### src/rtl/decode_scoreboard.sv
// Decode-stage register interlock: per-register pending-write counters gate instruction issue.
// Optional SCOREBOARD_WB_BYPASS_EN lets a same-cycle writeback release count toward the hazard check.
module decode_scoreboard #(
    parameter int REG_ADDR_WIDTH     = 5,
    parameter int DECODED_INST_WIDTH = 4,
    parameter int PENDING_CNT_WIDTH  = 2,
    parameter logic [DECODED_INST_WIDTH-1:0] R_INST = DECODED_INST_WIDTH'(1),
    parameter logic [DECODED_INST_WIDTH-1:0] I_INST = DECODED_INST_WIDTH'(2),
    parameter logic [DECODED_INST_WIDTH-1:0] J_INST = DECODED_INST_WIDTH'(3)
) (
    input  logic                          clk,
    input  logic                          rst,
    input  logic                          id_valid_in,
    input  logic [DECODED_INST_WIDTH-1:0] decoded_inst_in,
    input  logic [REG_ADDR_WIDTH-1:0]     read_address1_in,
    input  logic [REG_ADDR_WIDTH-1:0]     read_address2_in,
    input  logic [REG_ADDR_WIDTH-1:0]     write_address_in,
    input  logic                          writes_reg_in,
    output logic                          id_ready_out,
    output logic                          issue_out,
    output logic                          stall_out,
    input  logic                          wb_valid_in,
    input  logic [REG_ADDR_WIDTH-1:0]     wb_address_in,
    input  logic                          flush_in,
    output logic                          busy_out,
    output logic                          protocol_error_out
);

    localparam int unsigned NUM_REGS = 2 ** REG_ADDR_WIDTH;
    localparam logic [PENDING_CNT_WIDTH-1:0] CNT_MAX = '1;

    logic [PENDING_CNT_WIDTH-1:0] cnt      [NUM_REGS];
    logic [PENDING_CNT_WIDTH-1:0] cnt_next [NUM_REGS];
    logic [PENDING_CNT_WIDTH-1:0] cnt_rs1, cnt_rs2, cnt_wd;
    logic use_rs1, use_rs2, raw_hazard, sat_hazard;
    logic wb_live, wb_orphan, inc_en;
    logic busy, busy_next, protocol_error, perr_next;

    // J_INST and unknown class codes read no sources.
    always_comb begin
        use_rs2 = (decoded_inst_in == R_INST);
        use_rs1 = use_rs2 || (decoded_inst_in == I_INST);
        wb_live = wb_valid_in && (wb_address_in != '0) && (cnt[wb_address_in] != '0);
        cnt_rs1 = cnt[read_address1_in];
        cnt_rs2 = cnt[read_address2_in];
        cnt_wd  = cnt[write_address_in];
`ifdef SCOREBOARD_WB_BYPASS_EN
        if (wb_live) begin
            if (read_address1_in == wb_address_in) cnt_rs1 = cnt_rs1 - 1'b1;
            if (read_address2_in == wb_address_in) cnt_rs2 = cnt_rs2 - 1'b1;
            if (write_address_in == wb_address_in) cnt_wd  = cnt_wd  - 1'b1;
        end
`endif
        raw_hazard = (use_rs1 && (read_address1_in != '0) && (cnt_rs1 != '0)) ||
                     (use_rs2 && (read_address2_in != '0) && (cnt_rs2 != '0));
        sat_hazard = writes_reg_in && (write_address_in != '0) && (cnt_wd == CNT_MAX);
        id_ready_out = !rst && !flush_in && !raw_hazard && !sat_hazard;
        issue_out    = id_valid_in && id_ready_out;
        stall_out    = id_valid_in && !id_ready_out;
    end

    // Same-register increment and decrement cancel through the +1/-1 pair.
    always_comb begin
        cnt_next  = cnt;
        perr_next = protocol_error;
        inc_en    = issue_out && writes_reg_in && (write_address_in != '0);
        wb_orphan = wb_valid_in && (wb_address_in != '0) && (cnt[wb_address_in] == '0);
        if (flush_in) begin
            cnt_next = '{default: '0};
        end else begin
            if (inc_en)    cnt_next[write_address_in] = cnt_next[write_address_in] + 1'b1;
            if (wb_live)   cnt_next[wb_address_in]    = cnt_next[wb_address_in] - 1'b1;
            if (wb_orphan) perr_next = 1'b1;
        end
        busy_next = 1'b0;
        for (int unsigned i = 0; i < NUM_REGS; i++) begin
            busy_next = busy_next | (cnt_next[i] != '0);
        end
    end

    always_ff @(posedge clk) begin
        if (rst) begin
            for (int unsigned i = 0; i < NUM_REGS; i++) begin
                cnt[i] <= '0;
            end
            busy           <= 1'b0;
            protocol_error <= 1'b0;
        end else begin
            cnt            <= cnt_next;
            busy           <= busy_next;
            protocol_error <= perr_next;
        end
    end

    assign busy_out           = busy;
    assign protocol_error_out = protocol_error;

endmodule

### config.mk
export PLATFORM = sky130hd
export DESIGN_NAME = decode_scoreboard
export DESIGN_NICKNAME = d
export VERILOG_FILES = /design/src/rtl/decode_scoreboard.sv
export SDC_FILE = /design/constraint.sdc
export NUM_CORES = 1
export LEC_CHECK = 0
export CAP_MARGIN = 5
export CORE_MARGIN = 3
export CORE_UTILIZATION = 47
export CTS_CLUSTER_DIAMETER = 120
export DETAILED_ROUTE_END_ITERATION = 16
export HOLD_SLACK_MARGIN = 0.03
export SLEW_MARGIN = 40
export SYNTH_ARGS = -nofsm -noshare
export SYNTH_HDL_FRONTEND = slang
export SYNTH_SLANG_ARGS = --single-unit
### constraint.sdc
create_clock -name clk -period 16.83 [get_ports clk]
set_input_delay 2.5245 -clock clk [delete_from_list [all_inputs] [get_ports clk]]
set_output_delay 2.5245 -clock clk [all_outputs]
set_load 0.05 [all_outputs]
Word level (Yosys, flattened, before mapping):

Index checks and enable logic that the tools add are counted.
Widths: inputs -> output; s select.

* word-level logic and storage cells: 172
* register bits after elaboration: 66
* input bits: 30

* equal/unequal tests: 3
* bitwise operators: 36
* $lt $le $gt $ge: 6
* add/sub/neg operators: 2
* reduce and logical (&&, ||, !) cells: 66
* muxes and demuxes: 25

Operators with widths (count)
* $mux 64: 4
* $bwmux 64: 2
* $reduce_bool 2->1: 35
* $bmux 2 s5: 5
* $or 1x1->1: 31
* $ge 6x6->1 const B: 4
* $mux 2: 12
* $not 5->6: 4
* $demux 2 s5: 2
* $reduce_bool 5->1: 4
* $logic_and 1x1->1: 18
* $lt 6x1->1 const B: 2
* $logic_not 1->1: 5
* $eq 4x1->1 const B: 1
* $eq 4x2->1 const B: 1
* $add 2x1->2 const B: 1
* $eq 2x2->1 const B: 1
* $logic_not 2->1: 1
* $logic_or 1x1->1: 2
* $reduce_and 2->1: 1
* $sub 2x1->2 const B: 1
* $not 1->1: 1

Longest topological paths before layout:

Gate-level depths: netlist of run 1.

* depth after elaboration: 54
* mapped depth: 23
* depth with buffers taken out: 19

Worst setup path after synthesis of run 1:

No wires, ideal clock.

* path kind: input-to-output
* start: in write_address_in[0]
* end: out issue_out
* stages: 14
* path buffers: 3
* setup slack: 8.596 ns
* arrival time: 5.709 ns
* data required time: 14.305 ns
* cells stage by stage: buf_2 mux4_2 a22oi_1 and4_1 clkbuf_1 clkbuf_1 inv_1 ha_1 o211ai_1 nand2_1 a41o_4 a311o_4 inv_4 and2_1

* longest elaborated chain between the ends: 9
* elaborated cells between the ends (all ways): 11

RTL lines
* from (decl): RTL line 17 `input logic [REG_ADDR_WIDTH-1:0] write_address_in,`
* $not 5->6 (implied by the code): RTL line 46 `cnt_wd = cnt[write_address_in];`
* $bmux 2 s5: RTL line 46
* $mux 2 (implied by the code) (2 in series): RTL line 46
* $eq 2x2->1: RTL line 56 `sat_hazard = writes_reg_in && (write_address_in != '0) && (cnt_wd == CNT_MAX);`
* $logic_and 1x1->1 (*): RTL line 56
* $logic_not 1->1 (*): RTL line 57 `id_ready_out = !rst && !flush_in && !raw_hazard && !sat_hazard;`
* $logic_and 1x1->1 (*): RTL line 57
* net id_ready_out: RTL line 19 `output logic id_ready_out,`
* $logic_and 1x1->1 (*): RTL line 58 `issue_out = id_valid_in && id_ready_out;`
* to (decl): RTL line 20 `output logic issue_out,`

Mark *: on every way through the listed nets, which the timed path passes. The rest lies on a longest branch. The select of a mux whose other input is x is not followed.

Worst setup path in the final report of run 1:

* start: in write_address_in[0]
* end: out issue_out

* longest elaborated chain between the ends: 9
* elaborated cells between the ends (all ways): 11

RTL lines (RTL line)
* $not 5->6 (implied by the code): 46
* $bmux 2 s5: 46
* $mux 2 (implied by the code) (2 in series): 46
* $eq 2x2->1: 56
* $logic_and 1x1->1 (*): 56
* $logic_not 1->1 (*): 57
* $logic_and 1x1->1 (*): 57
* $logic_and 1x1->1 (*): 58

Every way passes the cells marked *; elsewhere a longest branch is shown, timed or not. The select of a mux whose other input is x is not followed.

==> results of run 1 <==
## path summary, 6_finish.rpt
kind                         to  slack, ns  depth (start not counted)
min reg2reg  protocol_error_out       0.48                          2
max reg2reg            busy_out       9.98                         20
min          protocol_error_out       0.48                          2
max                   issue_out       7.17                         15
## routing by layer
layer  vias to the layer above  track usage, %  routed length (µm)
met5                         -               0                  34
met1                      3970            53.9               12900
met3                       225            13.6                5080
met2                       809            62.0               14700
met4                         4            26.1                2930
li1                       3498               -                   -
## power by group through the flow
stage | clock network (mW) | logic, mW | registers, mW
after floorplan | 0 | 0.0642 | 0.161
after global placement | 0 | 0.0956 | 0.160
after detailed placement | 0 | 0.0974 | 0.160
after CTS | 0.171 | 0.0976 | 0.157
after global routing | 0.178 | 0.105 | 0.157
final | 0.172 | 0.103 | 0.157
## worst max-delay path: stages
cell and delay, ns:
clkdlybuf4s50_1 0.46, buf_4 0.35, mux4_2 0.55, a22oi_1 0.23, and4_1 0.21, buf_4 0.38
inv_1 0.14, ha_1 0.21, o211ai_1 0.08, nand2_1 0.10, a41o_4 0.39, a311o_4 0.41
inv_4 0.13, and2_1 0.14, clkdlybuf4s50_1 0.79
## synth_stat cells (all sizes together), types with 4 or more instances
cell type,count
or2,7
a311oi,27
o21ai,26
a2111oi,7
or4,4
inv,13
nor3b,9
o2111ai,5
a31oi,14
clkbuf,49
nand2,60
nor3,45
and4,4
nand3,17
a41oi,4
a211oi,29
nor4,10
and3,8
a22oi,14
nor2b,12
nor2,154
dfxtp,66
or3,5
nand4,9
or3b,4
mux2i,50
a21oi,43
mux4,32
mux2,16
a41o,4
o221ai,23
o22ai,7
and2,17
nand2b,9
buf,30
## metrics by stage
stage | utilization, % | cells | cell area, µm² | power, mW | hold slack, ns
2_1_floorplan | - | 901 | 7100 | 0.225 | 0.472
6_report | 53.5 | 1080 | 7840 | 0.432 | 0.482
3_5_place_dp | 51.6 | 1064 | 7550 | 0.258 | 0.477
4_1_cts | 53.4 | 1080 | 7820 | 0.426 | 0.490
3_3_place_gp | 51.4 | 1064 | 7530 | 0.256 | 0.454
5_1_grt | 53.5 | 1080 | 7840 | 0.440 | 0.511
## kinds of logic after synthesis
group | Yosys count
xor+xnor | 2
compound gates | 257
simple gates | 385
flops | 66
buf+inv | 92
mux | 98
fa+ha+maj | 1
## cell type report
| cell class | count | area (µm²) |
|---|---|---|
| Fill cell | 1432 | 6810 |
| Multi-Input combinational cell | 743 | 5450 |
| Sequential cell | 66 | 1320 |
| Timing Repair Buffer | 58 | 515 |
| Clock buffer | 11 | 233 |
| Tap cell | 184 | 230 |
| Inverter | 13 | 51.3 |
| Clock inverter | 5 | 31.3 |
## registers in the layout, summed over array words and instances, names as in the netlist
register / cells
busy_out: 1
cnt: 64
protocol_error_out: 1
==> flow_summary.toml, run 1 <==
[sta]
slew_headroom_pct = 37.3
rsz0062_at_grt = "false"
final.setup.tns_ns = 0
worst_slew_pin_slew_ns = 0.932
slew_viol_final = 0
hold_viol_final = 0
min_period_ns = 9.66
finalSetupViolations = 0
fmax_mhz = 103
setup_ws_ns = 7.17
finalCritPeriodShare_pct = 57.4
fin_skew_ns = 0.00955

[synth]
synth_top_family_by_area = "compound AO/OA/AOI/OAI gates"
yosys.area_share.adder_pct = 0.176
synth_cells = 901
syn-cell-area_um2 = 7100
synth_edf_count = 0
synth_simple_gate_area_share_pct = 26.6
yosysTopAreaCellShare_pct = 18.6
synth_compound_area_share_pct = 28.9
synth_flop_cell = "dfxtp_1"
muxShareOfSynthArea_pct = 19.8
syn_area_per_cell_um2 = 7.88
synth-async-reset-ratio_pct = 0
synth_seq_area_share_pct = 18.6
yosysWarnings = 0
synth_xor_area_share_pct = 0.353
synth_nets = 932
yosysTopAreaCell = "dfxtp_1"
synth.distinct_cells = 89
ys_ff_latch = 66
netlist_top_cells_area = "dfxtp_1 (19%), mux4_2 (10%), nor2_1 (8.1%), mux2i_1 (7.1%), nand2_1 (3.2%)"

[grt]
grt_antenna_before_repair = 2
grt_pass1_wl_um = 51900
grt_usage_pct = 42.3
gr-total-overflow = 0
grt_pass1_vias = 7772
grt_start_max_net_pins = 54

[die]
start_util_pct = 48.5
chipWidth_um = 129
fp.dieH_um = 129
core-area_um2 = 14600
die_area_um2 = 16600
pin_count = 35
rows = 44

[cells_and_area]
final_nets = 922
mostFrequentLayoutCell = "nor2_1"
drive_gt1_share_pct = 15.1
area_growth_pct = 10.4
final_cell_mix = "nor2_1 (154), dfxtp_1 (66), nand2_1 (60)"
antenna_cells = 0

[clock_tree]
cts-root-buf = "clkbuf_16"
cts_resized = 0
clk_latency_ns = 0.35
hold_buffers = 0
cts_max_level = 3
clk_pin_slew_ns = 0.06
cts_buffers = 9
clockBufferDepth = 2
cts_setup_buffers = 0
cts_tree = "done"
cts_sinks = 66

[flow_run]
cap_violations = 0

[critical_path]
worst_setup_path_end_kind = "primary output"
required_ns = 14.31
critPathLaunch = "write_address_in[0]"
rr_startpoint = "cnt[30]"
start_kind = "input port"
worstPathArrival_ns = 7.14
path_class = "input port to primary output"
cp_max_fo = 33

[place]
post-place-ws_ns = 7.18
io_buffers = 34
gp_congestion = 1.20
dp_hpwl_um = 27100

[pwr]
power_density_nw_per_um2 = 55.1
ir_worst_vdd_mv = 0.0470
p_switching_uw = 146
seqPwrFrac_pct = 36.3
switching_share_pct = 33.9
internal_power_uw = 286
comb_power_share_pct = 23.8
leakage_nw = 2.46
p_clk_share_pct = 39.9

[drt]
num_vias = 8506
dr.pass1.iters = 6
drtIter0Drc = 1608
antenna_left = 0
postRouteWirelength_um = 35600
vias_per_cell = 7.88
drc = 0
wl_per_cell_um = 33.0

[hold_path]
hp-class = "register to register"
min_from = "protocol_error_out"

[status]
outcome = "finished, final reports clean"
Note: power is estimated with default switching activity, not from simulation.
==> run 2, diff against run 1 <==
- PLACE_DENSITY: not set -> 0.67
- clock period: 16.83 -> 7.8 ns (I/O delays scaled with it)
==> flow_summary.toml, run 2 (synthesis results as in run 1) <==
[drt]
vias_per_cell = 7.57
postRouteWirelength_um = 35200
drc = 0
drtIter0Drc = 1325
antenna_left = 0
num_vias = 8321
dr.pass1.iters = 8
wl_per_cell_um = 32.0

[pwr]
p_switching_uw = 324
power_density_nw_per_um2 = 123
internal_power_uw = 665
p_clk_share_pct = 42.7
leakage_nw = 2.57
comb_power_share_pct = 23.2
switching_share_pct = 32.8
seqPwrFrac_pct = 34.2
ir_worst_vdd_mv = 0.0999

[hold_path]
min_from = "protocol_error_out"
hp-class = "register to register"

[cells_and_area]
mostFrequentLayoutCell = "nor2_1"
largest_register = "cnt"
area_growth_pct = 12.9
drive_gt1_share_pct = 17.0
fin_area_um2 = 8010
final_nets = 941
antenna_cells = 0
final_cell_mix = "nor2_1 (151), dfxtp_1 (66), nand2_1 (60)"
largest_register_ffs = 64

[sta]
setup_ws_ns = 0.875
final.setup.tns_ns = 0
worst_slew_pin_slew_ns = 0.901
hold_viol_final = 0
finalCritPeriodShare_pct = 88.8
fmax_mhz = 144
slew_headroom_pct = 39.8
slew_viol_final = 0
fin_skew_ns = 0.00980
rsz0062_at_grt = "false"
min_period_ns = 6.92
finalSetupViolations = 0

[critical_path]
slowest_delay_ns = 0.58
cp.depth = 21
start_kind = "input port"
reg2reg_to = "busy_out"
cp-endpoint = "busy_out"
rr_startpoint = "cnt[14]"
r2r_cells = 19
cp_top_family = "compound AO/OA/AOI/OAI gates"
required_ns = 8.06
critical-path-slowest-cell = "a311oi_2"
cp_num_buf_inv = 4
path_class = "input port to register"
worstPathArrival_ns = 7.19
critPathLaunch = "write_address_in[0]"
cpMostUsedCell = "buf_4"
worst_setup_path_end_kind = "register"
cp_max_fo = 24
rrSetupSlack_ns = 2.18
crit_chain = "clkdlybuf4s50_1 -> buf_4 -> mux4_2 -> a22oi_1 -> and4_1 -> inv_1 -> ha_1 -> o211ai_1 -> nand2_1 -> a41o_4 -> a311oi_2 -> mux2i_1 -> mux2_1 -> a311oi_1 -> o2111ai_1 -> a2111oi_4 -> xor2_2 -> buf_4 -> nand3_1 -> a41o_1 -> a41oi_2"

[place]
gp_congestion = 1.07
dp_hpwl_um = 27300
post-place-ws_ns = 0.649
dpl_cell_area_um2 = 7690
io_buffers = 34

[die]
rows = 44
start_util_pct = 48.5
fp.dieH_um = 129
pin_count = 35
chipWidth_um = 129
die_area_um2 = 16600
core-area_um2 = 14600

[clock_tree]
cts_sinks = 66
cts_tree = "done"
cts_buffers = 9
cts_resized = 0
clk_pin_slew_ns = 0.07
cts_max_level = 3
hold_buffers = 0
clockBufferDepth = 2
cts_setup_buffers = 0
clk_latency_ns = 0.34
cts-root-buf = "clkbuf_16"

[status]
outcome = "finished, final reports clean"

[grt]
grt_pass1_wl_um = 51800
grt_antenna_before_repair = 0
grt_start_max_net_pins = 54
grt_pass1_vias = 7906
gr-total-overflow = 0
grt_usage_pct = 42.3

[flow_run]
cap_violations = 0
run 2: worst min path at each step:
stage | end | cells past startpoint
2_1_floorplan | cnt[63] | 1
3_3_place_gp | protocol_error_out | 2
3_5_place_dp | protocol_error_out | 2
4_1_cts | protocol_error_out | 2
5_1_grt | protocol_error_out | 2
6_report | protocol_error_out | 2
run 2: per-layer routing:
layer | track usage (%) | up-vias | part of all wire, %
li1 | - | 3525 | -
met4 | 28.8 | 0 | 8.3
met5 | 0 | - | 0
met1 | 53.9 | 3893 | 37
met2 | 62.5 | 721 | 42
met3 | 11.1 | 182 | 13
run 2: power by group through the flow:
stage | Combinational [mW] | Sequential [mW] | Clock [mW]
final | 0.229 | 0.338 | 0.422
after floorplan | 0.139 | 0.347 | 0
after global placement | 0.219 | 0.346 | 0
after detailed placement | 0.220 | 0.346 | 0
after global routing | 0.239 | 0.338 | 0.432
after CTS | 0.220 | 0.338 | 0.419
run 2: layout make-up:
cell class | count | area (µm²)
sequential | 66 | 1320
clock inverter | 6 | 66.3
tap | 184 | 230
multi-input combinational | 743 | 5430
fill | 1449 | 6630
clock buffer | 10 | 239
inverter | 13 | 51.3
timing repair buffer | 77 | 671
run 2: metrics by stage:
step           hold slack, ns  util (%)  power, mW  instances
2_1_floorplan           0.472         -      0.486        901
3_3_place_gp            0.460      52.5      0.565       1083
3_5_place_dp            0.464      52.5      0.565       1083
4_1_cts                 0.487      54.6      0.978       1099
5_1_grt                 0.547      54.7       1.01       1099
6_report                0.476      54.7      0.989       1099
run 2: worst reg2reg max path, delay by kind of cell (launching register included):
family                     cells  cell delay, ns
adders and majority gates      1            0.19
AOI/OAI and AO/OA              9            2.81
xor gates and xnor gates       1            0.18
DFF                            1            0.40
muxes                          3            1.18
buffers and inverters          2            0.32
and+or+nand+nor                3            0.47
